`src/rtl/uart_tx_sched.sv`:
```
// uart_tx_sched: configures the UART, then round-robin schedules two byte streams onto its register port
module uart_tx_sched #(
  parameter logic [31:0] CTRL_INIT = 32'h0000_0003,
  parameter logic [31:0] BAUD_DIV  = 32'd434,
  parameter logic [19:0] TIMEOUT   = 20'hF_FFFF
) (
  input  logic        clk,
  input  logic        rst,
  input  logic        ch0_valid_i,
  input  logic [7:0]  ch0_data_i,
  input  logic        ch0_last_i,
  output logic        ch0_ready_o,
  input  logic        ch1_valid_i,
  input  logic [7:0]  ch1_data_i,
  input  logic        ch1_last_i,
  output logic        ch1_ready_o,
  output logic        uart_we_o,
  output logic [31:0] uart_addr_o,
  output logic [31:0] uart_data_o,
  input  logic [31:0] uart_data_i,
  output logic        cfg_done_o,
  output logic        busy_o,
  output logic        owner_o,
  output logic        timeout_o
);
  typedef enum logic [2:0] {CFG_CTRL, CFG_BAUD, IDLE, POLL, WRITE, CONFIRM, DONE, ERR} state_t;
  state_t state_q, state_d;
  logic [7:0] byte_q, byte_d;
  logic [19:0] cnt_q, cnt_d, cnt_inc;
  logic last_q, last_d, owner_q, owner_d, ptr_q, ptr_d, lock_q, lock_d, to_q, to_d;
  logic g0, g1, uart_busy, unused_rd;
  assign unused_rd = ^uart_data_i[31:1];
  assign uart_busy = uart_data_i[0];
  assign cnt_inc = cnt_q + 20'd1;
  assign g0 = !rst && state_q == IDLE && ch0_valid_i && (lock_q ? !owner_q : (!ptr_q || !ch1_valid_i));
  assign g1 = !rst && state_q == IDLE && ch1_valid_i && (lock_q ? owner_q : (ptr_q || !ch0_valid_i));
  assign ch0_ready_o = g0;
  assign ch1_ready_o = g1;
  assign uart_we_o = !rst && (state_q inside {CFG_CTRL, CFG_BAUD, WRITE});
  assign uart_addr_o = rst ? 32'h0 : state_q == CFG_CTRL ? 32'h00 : state_q == CFG_BAUD ? 32'h08 :
                       state_q == WRITE ? 32'h0C : 32'h04;
  assign uart_data_o = rst ? 32'h0 : state_q == CFG_CTRL ? CTRL_INIT : state_q == CFG_BAUD ? BAUD_DIV :
                       state_q == WRITE ? {24'h0, byte_q} : 32'h0;
  assign cfg_done_o = !rst && !(state_q inside {CFG_CTRL, CFG_BAUD});
  assign busy_o = !rst && (state_q inside {POLL, WRITE, CONFIRM, DONE, ERR});
  assign owner_o = !rst && owner_q;
  assign timeout_o = !rst && to_q;
  always_ff @(posedge clk) begin
    state_q <= rst ? CFG_CTRL : state_d;
    byte_q  <= rst ? 8'h0 : byte_d;
    cnt_q   <= rst ? 20'h0 : cnt_d;
    last_q  <= rst ? 1'b0 : last_d;
    owner_q <= rst ? 1'b0 : owner_d;
    ptr_q   <= rst ? 1'b0 : ptr_d;
    lock_q  <= rst ? 1'b0 : lock_d;
    to_q    <= rst ? 1'b0 : to_d;
  end
  always_comb begin
    state_d = state_q;
    byte_d = byte_q;
    cnt_d = cnt_q;
    last_d = last_q;
    owner_d = owner_q;
    ptr_d = ptr_q;
    lock_d = lock_q;
    to_d = to_q;
    case (state_q)
      CFG_CTRL: state_d = CFG_BAUD;
      CFG_BAUD: state_d = IDLE;
      IDLE: begin
        if (g0 || g1) begin
          state_d = POLL;
          owner_d = g1;
          byte_d = g1 ? ch1_data_i : ch0_data_i;
          last_d = g1 ? ch1_last_i : ch0_last_i;
          cnt_d = 20'h0;
        end
      end
      POLL: begin
        cnt_d = uart_busy ? cnt_inc : cnt_q;
        state_d = !uart_busy ? WRITE : cnt_inc >= TIMEOUT ? ERR : POLL;
      end
      WRITE: state_d = CONFIRM;
      CONFIRM: begin
        cnt_d = uart_busy ? cnt_q : cnt_inc;
        state_d = uart_busy ? DONE : cnt_inc >= TIMEOUT ? ERR : POLL;
      end
      DONE: begin
        state_d = IDLE;
        lock_d = !last_q;
        ptr_d = last_q ? !owner_q : ptr_q;
      end
      ERR: begin
        state_d = IDLE;
        to_d = 1'b1;
        lock_d = 1'b0;
        ptr_d = !owner_q;
      end
      default: state_d = CFG_CTRL;
    endcase
  end
endmodule
```
`config.mk`:
```
export PLATFORM = sky130hd
export DESIGN_NAME = uart_tx_sched
export DESIGN_NICKNAME = d
export VERILOG_FILES = /design/src/rtl/uart_tx_sched.sv
export SDC_FILE = /design/constraint.sdc
export NUM_CORES = 1
export LEC_CHECK = 0
export BUFFER_PORTS_ARGS = -buffer_cell sky130_fd_sc_hd__buf_4
export CAP_MARGIN = 20
export CORE_UTILIZATION = 45
export DETAILED_ROUTE_END_ITERATION = 6
export PLACE_DENSITY = 0.78
export SLEW_MARGIN = 40
export SYNTH_ARGS = -nofsm -noshare
export SYNTH_HDL_FRONTEND = slang
export SYNTH_SLANG_ARGS = --single-unit
export TNS_END_PERCENT = 20
```
`constraint.sdc`:
```
create_clock -name clk -period 4.8 [get_ports clk]
set_input_delay 0.48 -clock clk [delete_from_list [all_inputs] [get_ports clk]]
set_output_delay 0.48 -clock clk [all_outputs]
set_load 0.01 [all_outputs]
```
==> out/results.ini, run 1 <==
[run_status]
status = complete, no violations

[global_route]
grt_pass1_wl_um = 9280
grt_pass1_vias = 2075
grt_max_degree = 44
grt-ovfl-total = 0
antenna_found_initial = 0
track_usage_pct = 18.5

[sta]
tns_ns = 0
worst-slew-pin-transition_ns = 0.708
fmax_mhz = 396
hold_viol = 0
skew_ns = 0.00511
fin_crit_ns = 2.52
whs_ns = 0.451
period_share_pct = 52.6
rsz0062_at_grt = no
setup_viol = 0
maxSlewViolCount = 0
slew_headroom_pct = 52.8
timing.final.ws_setup_ns = 2.28

[finish]
diodes = 0
area_growth_pct = 7.41
fin_nets = 417
drive_gt1_share_pct = 18.2
finalNonFillerCells = 434

[min_path]
min-delay-start = ch0_data_i[3]
whs_endpoint = byte_q[3]
hold_class = in2reg
hold_depth = 3

[drt]
firstDrtPassIters = 4
ant_nets = 0
initialDrtViolationCount = 218
viasPerCell = 5.23
routed_wl_um = 5580
vias = 2270
drc = 0
wl_per_cell_um = 12.9

[clock_tree]
worstSkewPairLatency_ns = 0.29
hold_buffers = 0
cts_root_buffer = clkbuf_8
post_cts_buffers = 0
cts.sinks = 36
cts_tree = done
h-tree-depth = 2
clk_pin_slew_worst_paths_ns = 0.07
clockBufferDepth = 2
cts_buffers = 5
cts_resized = 0

[die]
die_h_um = 78.3
die-area_mm2 = 0.00613
io_pins = 125
fp-row-count = 27
start_util_pct = 47.0
die_w_um = 78.3
coreArea_mm2 = 0.00557

[synthesis]
synth.distinct_cells = 58
ys_ff_latch = 36
ys_warn_count = 0
synthMuxAreaShare_pct = 1.96
synth-simple-area-share_pct = 28.0
synthTopCellsByCount = 55 x buf_4, 38 x nor2_1, 36 x dfxtp_1
synth-edff-count = 0
synth_ff_type = dfxtp_1
synth-seq-area-share_pct = 27.5
synthAdderAreaFrac_pct = 0.956
synth.area.top_cells = dfxtp_1 28%, buf_4 16%, a21oi_1 5.9%
synth_cells = 335
post-synth-top-area-cell = dfxtp_1
yosysMostFrequentCell = buf_4
synth_area_mm2 = 0.00262
synth-xor-area-share_pct = 2.34
synth_top_area_share_pct = 27.5
syn_avg_cell_area_um2 = 7.82
synth_compound_area_share_pct = 18.4
synth_async_sr_flop_share_pct = 0
synth_top_family_by_area = simple AND/OR/NAND/NOR gates

[critical_path]
path_buf_inv = 1
critical_path_class = reg2out
critPathLaunchType = register
cp_max_fo = 15
critPathRequiredTime_ns = 4.32
cp-end-kind = output port
critical_path.top_delay_family = flip-flops
cp.arrival_ns = 2.04
cp_slowest_cell = dfxtp_1
worstPathCellList = nor4b_4, o2111a_1, buf_4
r2r_end = cnt_q[9]
slowest_delay_ns = 0.64
worstReg2RegStart = owner_q
rr_worst_depth = 5
rrSetupSlack_ns = 2.50

[placed_design]
portBuffers = 40
place_ws_ns = 2.37
hpwl_um = 3820
dp_cells = 426
finalWeightedCongestion = 0.814

[run]
drv_cap = 0

[power]
power_density_mw_per_mm2 = 246
p_leak_nw = 1.11
vdd_drop_max_uv = 163

==> metrics by stage <==
step / util [%] / power, mW / instance area, um2
floorplan: - / 0.427 / 2810
global placement: 48.5 / 0.429 / 2710
detailed placement: 48.5 / 0.432 / 2710
CTS: 50.5 / 0.697 / 2810
global route: 50.5 / 0.726 / 2810
finish: 50.5 / 0.692 / 2810
==> placed cells by master, fill, tap and decap left out, types with 5 or more instances in the layout <==
master,instances
inv_1,8
dfxtp_1,36
buf_4,41
conb_1,53
nand2_1,17
nor3_1,8
clkbuf_8,5
nor2_1,38
nand3_1,9
o21ai_1,9
a21oi_1,31
a211oi_1,8
nor2b_1,5
o21ai_0,9
xnor2_1,7
a31oi_1,5
or3_1,5
a222oi_1,6
==> where the power goes <==
| group | switching (mW) | internal [mW] | leakage (nW) |
|---|---|---|---|
| clock network | 0.112 | 0.154 | 0.0552 |
| logic | 0.0645 | 0.0424 | 0.768 |
| registers | 0.0143 | 0.305 | 0.291 |
==> registers in the layout (all words and copies together) (netlist names) <==
| register | count |
|---|---|
| to_q | 1 |
| lock_q | 1 |
| state_q | 3 |
| owner_q | 1 |
| byte_q | 8 |
| last_q | 1 |
| cnt_q | 20 |
| ptr_q | 1 |
==> logic make-up (layout without fill, tap and decap cells) <==
group / Yosys count / after routing
simple gates: 124 / 124
buf+inv: 83 / 58
fa+ha+maj: 2 / 2
mux: 5 / 5
flops: 36 / 36
compound gates: 77 / 77
xor+xnor: 7 / 7
other cells: 1 / 53
==> metal layers <==
layer	track usage, %	part of all wire, %	wire, um
met5	0	0	0
met4	5.00	0.79	44
met3	5.12	7.2	400
met2	31.5	48	2650
met1	22.8	44	2480
==> worst min-delay path, delay by kind of cell <==
family	cells	cell delay [ns]
buffers and inverters	1	0.08
AND/OR/NAND/NOR	1	0.08
AO/OA/AOI/OAI	1	0.07
==> area by class of cell <==
type / instances / area [um2]
Fill cell: 554 / 2760
Timing Repair Buffer: 41 / 308
Multi-Input combinational cell: 268 / 1550
Tap cell: 72 / 90.1
Sequential cell: 36 / 721
Inverter: 9 / 33.8
Clock buffer: 6 / 72.6
Clock inverter: 2 / 35.0
==> worst max path at each step <==
stage                        to  slack (ns)         from  depth (start not counted)
detailed placement     cnt_q[9]        2.37  ch1_valid_i                          6
global route        ch1_ready_o        2.09   state_q[1]                          4
global placement       cnt_q[8]        2.41  ch1_valid_i                          6
CTS                 ch0_ready_o        2.28   state_q[1]                          3
finish              ch0_ready_o        2.28   state_q[1]                          3
floorplan             cnt_q[14]        2.96     cnt_q[0]                          7
No activity file was read; power rests on OpenSTA's default activity.
==> run 2: changes to the inputs <==
- ABC_AREA: default -> 1
- PLACE_DENSITY: 0.78 -> 0.77
- clock period: 4.8 -> 2.4 ns (I/O delays scaled with it)
==> run 2 against run 1 <==
Compared with the run above: synthesized cell count rose by 22%; clock power rose by 55%; worst hold slack got worse by 0.24 ns; count of clock-buffer cells in the layout did not move; largest cell class unchanged.
==> out/results.ini, run 2 <==
[run_status]
status = complete, no violations  ; unchanged

[die]
start_util_pct = 46.8  ; was 47.0%
die_h_um = 80.7  ; was 78.3 um
die_w_um = 80.7  ; was 78.3 um
io_pins = 125  ; unchanged
coreArea_mm2 = 0.00596  ; was 0.00557 mm2
die-area_mm2 = 0.00652  ; was 0.00613 mm2
fp-row-count = 28  ; was 27

[clock_tree]
cts_tree = done  ; unchanged
worstSkewPairLatency_ns = 0.29  ; about the same
clockBufferDepth = 2  ; unchanged
cts_root_buffer = clkbuf_8  ; unchanged
h-tree-depth = 2  ; unchanged
cts_resized = 0  ; unchanged
hold_buffers = 0  ; unchanged
clk_pin_slew_worst_paths_ns = 0.07  ; about the same
cts.sinks = 36  ; unchanged
post_cts_buffers = 0  ; unchanged
cts_buffers = 5  ; unchanged

[global_route]
antenna_found_initial = 0  ; unchanged
grt-ovfl-total = 0  ; unchanged
grt_pass1_wl_um = 9290  ; was 9280 um
grt_max_degree = 41  ; was 44
grtUsageMet2_pct = 31.4  ; was 31.5%
top_usage_layer = met2  ; unchanged
met1_usage_pct = 21.2  ; was 22.8%
grt_pass1_vias = 2239  ; was 2075
track_usage_pct = 18.1  ; was 18.5%
use_met3_pct = 5.39  ; was 5.12%

[finish]
drive_gt1_share_pct = 22.1  ; was 18.2%
final_cell_mix = 101 x nand2_1, 53 x conb_1, 46 x nor2_1  ; was 53 x conb_1, 41 x buf_4, 38 x nor2_1
diodes = 0  ; unchanged
largest_reg_flops = 20  ; unchanged
seq_area_um2 = 721  ; unchanged
reg.largest.list = cnt_q (20), byte_q (8), state_q (3)  ; unchanged
fin_nets = 503  ; was 417
area_growth_pct = 7.35  ; was 7.41%
final_common_cell = nand2_1  ; was conb_1
nFillCells = 607  ; was 554
max_flop_register = cnt_q  ; unchanged
final_core_util_pct = 50.3  ; was 50.5%
multi_input_area_mm2 = 0.00161  ; was 0.00155 mm2

[drt]
ant_nets = 0  ; unchanged
drc = 0  ; unchanged
wl_per_cell_um = 10.4  ; was 12.9 um
routed_wl_um = 5420  ; was 5580 um
vias = 2465  ; was 2270
initialDrtViolationCount = 104  ; was 218
firstDrtPassIters = 4  ; unchanged
viasPerCell = 4.72  ; was 5.23

[synthesis]
synth.area.top_cells = dfxtp_1 26%, buf_4 15%, nand2_1 14%  ; was dfxtp_1 28%, buf_4 16%, a21oi_1 5.9%
synth_cells = 410  ; was 335
synth-edff-count = 0  ; unchanged
synth.distinct_cells = 39  ; was 58
synth_top_area_share_pct = 25.8  ; was 27.5%
syn_avg_cell_area_um2 = 6.81  ; was 7.82 um2
synth_async_sr_flop_share_pct = 0  ; unchanged
synthTopCellsByCount = 101 x nand2_1, 54 x buf_4, 46 x nor2_1  ; was 55 x buf_4, 38 x nor2_1, 36 x dfxtp_1
synth_area_mm2 = 0.00279  ; was 0.00262 mm2
ys_warn_count = 0  ; unchanged
ys_ff_latch = 36  ; unchanged
yosysMostFrequentCell = nand2_1  ; was buf_4
synth_ff_type = dfxtp_1  ; unchanged
post-synth-top-area-cell = dfxtp_1  ; unchanged
synth-seq-area-share_pct = 25.8  ; was 27.5%

[critical_path]
crit_path_frequent_cell = nand2_1
critical_path.top_delay_family = simple AND/OR/NAND/NOR gates  ; was flip-flops
cp_max_fo = 5  ; was 15
slowest_delay_ns = 0.42  ; was 0.64 ns
critical_path_class = reg2reg  ; was reg2out
critPathRequiredTime_ns = 2.63  ; was 4.32 ns
critPathLaunchType = register  ; unchanged
cp_slowest_cell = dfxtp_1  ; unchanged
cp-end-kind = register  ; was output port
worstPathCellList = ha_1, nand2_1, nor2_2, nand2_2, nor2_4, nand2_1, nand2_1, nand2_1, nor2_1, nand2_1, nor2_1, nand2_1, a21oi_2  ; was nor4b_4, o2111a_1, buf_4
path_buf_inv = 0  ; was 1
cp.arrival_ns = 2.25  ; was 2.04 ns

[sta]
period_share_pct = 84.2
maxSlewViolCount = 0  ; unchanged
slew_headroom_pct = 54.4  ; was 52.8%
setup_viol = 0  ; unchanged
worst-slew-pin-transition_ns = 0.683  ; was 0.708 ns
fmax_mhz = 495
skew_ns = 0.00407  ; was 0.00511 ns
hold_viol = 0  ; unchanged
tns_ns = 0  ; unchanged
rsz0062_at_grt = no  ; unchanged
fin_crit_ns = 2.02

[placed_design]
portBuffers = 40  ; unchanged
finalWeightedCongestion = 0.846  ; was 0.814
hpwl_um = 4100  ; was 3820 um

[power]
p_leak_nw = 1.26  ; was 1.11 nW
power_density_mw_per_mm2 = 497  ; was 246 mW/mm2
vdd_drop_max_uv = 226  ; was 163 uV

[min_path]
hold_class = in2reg  ; unchanged

[run]
drv_cap = 0  ; unchanged

## run 2: worst min-delay path: stages
cell     delay (ns)
buf_4          0.09
nand3_2        0.08
nand2_1        0.07
## run 2: path summary, 6_finish.rpt
| path | start | to | slack (ns) | cells past startpoint |
|---|---|---|---|---|
| min | ch1_valid_i | owner_q | 0.21 | 3 |
| max reg2reg | cnt_q[1] | state_q[2] | 0.38 | 13 |
| min reg2reg | byte_q[2] | byte_q[2] | 0.47 | 2 |
| max | cnt_q[1] | state_q[2] | 0.38 | 13 |
## run 2: per-layer routing
layer / part of all wire [%] / vias to the layer above
met2: 48 / 83
met4: 1.1 / 0
met3: 7.0 / 6
li1: - / 1264
met5: 0 / -
met1: 43 / 1112
## run 2: stage by stage
step / hold slack [ns] / total power, mW / instances / worst slack [ns] / area, um2
6_report: 0.212 / 1.49 / 522 / 0.380 / 3000
4_1_cts: 0.209 / 1.50 / 522 / 0.382 / 3000
3_5_place_dp: 0.453 / 1.09 / 515 / 0.426 / 2920
5_1_grt: 0.219 / 1.58 / 522 / 0.139 / 3000
3_3_place_gp: 0.446 / 1.08 / 515 / 0.513 / 2920
2_1_floorplan: 0.398 / 1.07 / 462 / 0.629 / 2990
## run 2: layout make-up
type / count / area share [%]
repair buffers: 43 / 10.8
well taps: 75 / 3.13
multi-input cells: 318 / 53.8
flip-flops and latches: 36 / 24.1
clock buffers: 6 / 2.42
clock inverters: 1 / 0.167
inverters: 43 / 5.64
## run 2: cell families (layout without fill, tap and decap cells)
logic type	after synthesis	in the layout	synth area share [%]
adder cells (fa/ha/maj)	2	2	0.897
buffers and inverters	108	93	23.4
AO/OA/AOI/OAI	70	70	17.0
flip-flops	36	36	25.8
AND/OR/NAND/NOR	189	189	31.2
other	1	53	0.134
XOR/XNOR	4	4	1.52
## run 2: where the power goes
part,internal (mW),switching (mW)
registers,0.636,0.0537
clock network,0.197,0.214
logic,0.149,0.239
total,0.983,0.507
